### src/rtl/snake_game_ctrl_if.sv
// snake_game_ctrl_if: game inputs from movement/LFSR logic and score outputs to the display
interface snake_game_ctrl_if;
  logic tick;
  logic start;
  logic [7:0] snake_pos;
  logic [7:0] rand_val;
  logic [7:0] rabbit_pos;
  logic [15:0] score;
  logic eat;
  logic game_over;
  logic [15:0] hiscore;
  modport master(output tick, start, snake_pos, rand_val, input rabbit_pos, score, eat, game_over, hiscore);
  modport slave(input tick, start, snake_pos, rand_val, output rabbit_pos, score, eat, game_over, hiscore);
endinterface

### src/rtl/snake_game_ctrl.sv
// snake_game_ctrl: rabbit spawn/eat/timeout sequencer with saturating BCD score
// Define SNAKE_HISCORE_EN to keep a best-score register on hiscore.
module snake_game_ctrl #(
  parameter int TIMEOUT_TICKS = 64
) (
  input logic clk,
  input logic rst_n,
  snake_game_ctrl_if.slave io
);
  typedef enum logic [2:0] {IDLE, SPAWN, HUNT, EAT, OVER} state_t;
  state_t state, state_n;
  logic [7:0] rabbit, rabbit_n, cnt, cnt_n, cand;
  logic [15:0] score, score_n;
  logic eat, game_over, match, restart, timeout;
  function automatic logic [15:0] bcd_inc(input logic [15:0] v);
    logic [15:0] r;
    logic c;
    r = v;
    c = 1'b1;
    if (v == 16'h9999) return v;
    for (int i = 0; i < 4; i++)
      if (c) begin
        if (r[i*4+:4] == 4'd9) r[i*4+:4] = 4'd0;
        else begin
          r[i*4+:4] = r[i*4+:4] + 4'd1;
          c = 1'b0;
        end
      end
    return r;
  endfunction
  assign cand = 8'd1 << io.rand_val[2:0];
  assign match = (io.snake_pos == rabbit) && |rabbit;
  assign restart = io.start && (state == SPAWN || state == HUNT || state == EAT);
  assign timeout = io.tick && cnt == 8'(TIMEOUT_TICKS - 1);
  // start outranks everything; within HUNT a match outranks the timeout
  always_comb begin
    state_n = state;
    rabbit_n = rabbit;
    score_n = score;
    cnt_n = cnt;
    if (restart) begin
      state_n = SPAWN;
      rabbit_n = '0;
      score_n = '0;
    end else
      case (state)
        IDLE, OVER: if (io.start) begin
          state_n = SPAWN;
          score_n = '0;
        end
        SPAWN: if (cand != io.snake_pos) begin
          rabbit_n = cand;
          cnt_n = '0;
          state_n = HUNT;
        end
        HUNT: if (match) begin
          rabbit_n = '0;
          score_n = bcd_inc(score);
          state_n = EAT;
        end else if (timeout) begin
          rabbit_n = '0;
          state_n = OVER;
        end else if (io.tick) cnt_n = cnt + 8'd1;
        EAT: state_n = SPAWN;
        default: state_n = IDLE;
      endcase
  end
  always_ff @(posedge clk or negedge rst_n)
    if (!rst_n) begin
      state <= IDLE;
      rabbit <= '0;
      score <= '0;
      cnt <= '0;
      eat <= 1'b0;
      game_over <= 1'b0;
    end else begin
      state <= state_n;
      rabbit <= rabbit_n;
      score <= score_n;
      cnt <= cnt_n;
      eat <= state_n == EAT;
      game_over <= state_n == OVER;
    end
  assign io.rabbit_pos = rabbit;
  assign io.score = score;
  assign io.eat = eat;
  assign io.game_over = game_over;
`ifdef SNAKE_HISCORE_EN
  logic [15:0] hiscore;
  logic hi_upd;
  // digit-wise BCD order matches plain binary order
  assign hi_upd = (restart || (state == HUNT && state_n == OVER)) && score > hiscore;
  always_ff @(posedge clk or negedge rst_n)
    if (!rst_n) hiscore <= '0;
    else if (hi_upd) hiscore <= score;
  assign io.hiscore = hiscore;
`else
  assign io.hiscore = 16'h0000;
`endif
endmodule

### src/flat_wrapper.sv
// flat-port wrapper written by rule: the top's interface ports become plain ports
module snake_game_ctrl_flat 
#(
  parameter int TIMEOUT_TICKS = 64
)
  (clk, rst_n, io_tick, io_start, io_snake_pos, io_rand_val, io_rabbit_pos, io_score, io_eat, io_game_over, io_hiscore);
  snake_game_ctrl_if io_i ();
  input logic clk;
  input logic rst_n;
  input wire logic [$bits(io_i.tick)-1:0] io_tick;
  input wire logic [$bits(io_i.start)-1:0] io_start;
  input wire logic [$bits(io_i.snake_pos)-1:0] io_snake_pos;
  input wire logic [$bits(io_i.rand_val)-1:0] io_rand_val;
  output wire logic [$bits(io_i.rabbit_pos)-1:0] io_rabbit_pos;
  output wire logic [$bits(io_i.score)-1:0] io_score;
  output wire logic [$bits(io_i.eat)-1:0] io_eat;
  output wire logic [$bits(io_i.game_over)-1:0] io_game_over;
  output wire logic [$bits(io_i.hiscore)-1:0] io_hiscore;
  assign io_i.tick = io_tick;
  assign io_i.start = io_start;
  assign io_i.snake_pos = io_snake_pos;
  assign io_i.rand_val = io_rand_val;
  assign io_rabbit_pos = io_i.rabbit_pos;
  assign io_score = io_i.score;
  assign io_eat = io_i.eat;
  assign io_game_over = io_i.game_over;
  assign io_hiscore = io_i.hiscore;
  snake_game_ctrl #(.TIMEOUT_TICKS(TIMEOUT_TICKS)) u_core (.clk(clk), .rst_n(rst_n), .io(io_i));
endmodule
### config.mk
export PLATFORM = sky130hd
export DESIGN_NAME = snake_game_ctrl_flat
export DESIGN_NICKNAME = d
export VERILOG_FILES = /design/src/rtl/snake_game_ctrl_if.sv /design/src/rtl/snake_game_ctrl.sv /design/src/flat_wrapper.sv
export SDC_FILE = /design/constraint.sdc
export NUM_CORES = 1
export LEC_CHECK = 0
export CAP_MARGIN = 20
export CORE_AREA = 8 8 80 82
export DETAILED_ROUTE_END_ITERATION = 7
export DIE_AREA = 0 0 88 90
export HOLD_SLACK_MARGIN = 0.05
export PLACE_DENSITY_LB_ADDON = 0.12
export SYNTH_ARGS = -nofsm -noshare
export SYNTH_HDL_FRONTEND = slang
export SYNTH_SLANG_ARGS = --single-unit
### constraint.sdc
create_clock -name clk -period 2.72 [get_ports clk]
set_input_delay 0.68 -clock clk [delete_from_list [all_inputs] [get_ports clk]]
set_output_delay 0.68 -clock clk [all_outputs]
set_load 0.02 [all_outputs]
==> results.ini <==
[setup_path]
crit_path_end_kind=flop
regToRegStartpoint=u_core.io.rabbit_pos[2]$_DFFE_PN0P_
worst_ep_required_time_ns=2.90
critical_path.max_fanout=8
criticalPathCategory=input pin to flop
worst_ep_arrival_time_ns=2.74
worstSetupStartpointType=input pin
worst_setup_path_startpoint=io_rand_val[2]

[floorplan]
core_area_sq_um=5240
starting_density_of_the_core_pct=47.6
dieHeight_um=90
die_width_um=88
fp.dieArea_sq_um=7920
placement_rows=27
io_pins=62

[placed_design]
routabilityCongestion=0.816
post-place-cells=402
port_buffers=40
dp_hpwl_um=4560

[finish]
antenna-diode-count=0
most_used_cells_in_the_layout_excluding_fill_and_tap_cells=sky130_fd_sc_hd__clkdlybuf4s50_1, sky130_fd_sc_hd__dfrtp_1
post_route_cells_drive_above_1_share_pct=13.3
finish.net_count=366
fin_util_pct=60.5
leading_cell_type_in_the_layout_fill_and_taps_excluded=sky130_fd_sc_hd__clkdlybuf4s50_1
layout-area-overhead-vs-synth_pct=27.3
layoutNonFillerInstCount=410

[grt]
grt.met2_usage_pct=25.5
initial_antenna_violation_count=0
gr-total-overflow=0
pin_count_of_the_biggest_net_entering_global_routing=38
grt_first_pass_wirelength_um=9950
gr-usage-met3_pct=3.64
track_usage_pct=15.2
grt_pass1_vias=2212
use_met1_pct=19.0
grt_most_used_layer=met2

[sta]
count_of_final_max_slew_check_failures=0
setup_tns_ns=0
fmaxAchievable_mhz=391
grt_setup_unrepaired=false
timing.final.crit_period_ns=2.56
remaining_max_slew_budget_at_the_tightest_pin_pct=26.3
worst_clock_skew_ns=0.00980
worstMarginPinSlew_ns=1.10
setup_violations=0
worst_hold_slack_ns=0.469
min_period_over_period_pct=94.1
finalHoldViolCount=0

[clock_network]
clk-insertion-delay-late_ns=0.29
clk_root_buffer_cell=sky130_fd_sc_hd__clkbuf_8
path_clk_slew_ns=0.08
tritoncts=done
post_cts_buffers=0
cts_max_level=2
post_cts_hold_buffer_count=0
tritoncts.num_buffers=5
maximum_clock_path_buffer_count=2
clock_sink_count=37
cts_resized=0

[detailed_routing]
via_count=2209
vias_per_cell=5.39
post_drt_wl_per_cell_um=14.4
route.antenna.remaining_nets=0
drt_drc_violations_left=0
dr.first_iter.drc_count=83
drt_pre_antenna_iters=4
wirelength_um=5900

[synth]
yosysSeqAreaShare_pct=37.2
postSynthRegisterBits=37
syn_area_sq_um=2490
yosysUniqueCellTypes=55
synth_flop_cell=sky130_fd_sc_hd__dfrtp_1
synthesis.area_per_instance_sq_um=8.99
synth_cells=277
synthesis.yosys.warnings=0
synth_enable_flop_cells=0
async_reset_ff_share_pct=100

[pwr]
pleak_nw=1.40
power_density_nw_per_um2=623
ir_drop_mv=0.349

[min_path]
holdCritPathClass=input pin to asynchronous set/reset pin

[outcome]
outcome=complete, no violations

[run]
cap_viol_max_count=0

[through the flow]
step	setup slack (ns)	area (sq um)	total power, mW
floorplan	0.436	2550	1.18
global placement	-0.126	3030	1.39
detailed placement	-0.163	3030	1.40
CTS	0.158	3170	2.00
global route	0.0189	3170	2.11
finish	0.162	3170	1.97
[layout make-up]
| cell class | instances | area (sq um) |
|---|---|---|
| clock buffers | 5 | 68.8 |
| clock inverters | 3 | 68.8 |
| fillers | 487 | 2070 |
| inverters | 7 | 26.3 |
| multi-input cells | 223 | 1420 |
| flip-flops and latches | 37 | 926 |
| well taps | 72 | 90.1 |
| repair buffers | 63 | 568 |
[metal layers]
| metal | up-vias | part of all wire [%] | wire (um) |
|---|---|---|---|
| li1 | 1111 | - | - |
| met1 | 1048 | 45 | 2680 |
| met2 | 44 | 49 | 2870 |
| met3 | 6 | 5.2 | 304 |
| met4 | 0 | 0.71 | 42 |
| met5 | - | 0 | 0 |
[path summary, 6_finish.rpt]
kind / endpoint / slack, ns / cells past startpoint
min: u_core.io.score[8]$_DFFE_PN0P_ / 0.47 / 1
max: u_core.cnt[2]$_DFFE_PN0P_ / 0.16 / 7
max reg2reg: u_core.io.rabbit_pos[4]$_DFFE_PN0P_ / 0.48 / 6
min in group clk: u_core.io.score[11]$_DFFE_PN0P_ / 0.52 / 1
min reg2reg: u_core.io.score[11]$_DFFE_PN0P_ / 0.52 / 1
max in group asynchronous: u_core.io.score[15]$_DFFE_PN0P_ / 1.70 / 1
[synthesized netlist by cell type, types with 6 or more instances]
library cell	count	share of area, %
sky130_fd_sc_hd__nor2_1	12	1.8
sky130_fd_sc_hd__buf_4	17	5.1
sky130_fd_sc_hd__o31ai_1	10	3.0
sky130_fd_sc_hd__nand3_1	23	4.6
sky130_fd_sc_hd__ha_1	9	4.5
sky130_fd_sc_hd__a21o_1	8	2.4
sky130_fd_sc_hd__inv_1	7	1.1
sky130_fd_sc_hd__a31oi_1	8	2.0
sky130_fd_sc_hd__a21oi_1	7	1.4
sky130_fd_sc_hd__nand2b_1	7	1.8
sky130_fd_sc_hd__nand2_1	23	3.5
sky130_fd_sc_hd__dfrtp_1	37	37
sky130_fd_sc_hd__xnor2_1	6	2.1
sky130_fd_sc_hd__o21ai_0	23	4.6
[worst max-delay path: stages]
cell,delay [ns]
sky130_fd_sc_hd__clkdlybuf4s50_1,0.63
sky130_fd_sc_hd__nor2b_2,0.22
sky130_fd_sc_hd__mux2i_1,0.09
sky130_fd_sc_hd__mux2i_2,0.23
sky130_fd_sc_hd__o31ai_4,0.13
sky130_fd_sc_hd__a221o_2,0.44
sky130_fd_sc_hd__a211o_1,0.31
[report_power, final]
group          internal [mW]  leakage, nW  total (mW)  switching [mW]
sequential             0.627        0.512       0.737           0.110
combinational          0.273        0.822       0.656           0.383
clock                  0.369       0.0687       0.581           0.211
total                   1.27         1.40        1.97           0.705
[logic make-up after synthesis]
group,Yosys count,synth area share [%]
AO/OA/AOI/OAI,76,20.4
XOR/XNOR,8,2.81
adder cells (fa/ha/maj),9,4.52
buffers and inverters,32,7.94
flip-flops,37,37.2
multiplexers,5,2.41
other,1,0.151
AND/OR/NAND/NOR,109,24.6
[state kept, by name, indices dropped and copies added (netlist names)]
register / count
u_core.cnt: 8
u_core.io.eat: 1
u_core.io.game_over: 1
u_core.io.rabbit_pos: 8
u_core.io.score: 16
u_core.state: 3
Power figures use the tool's default switching activity.
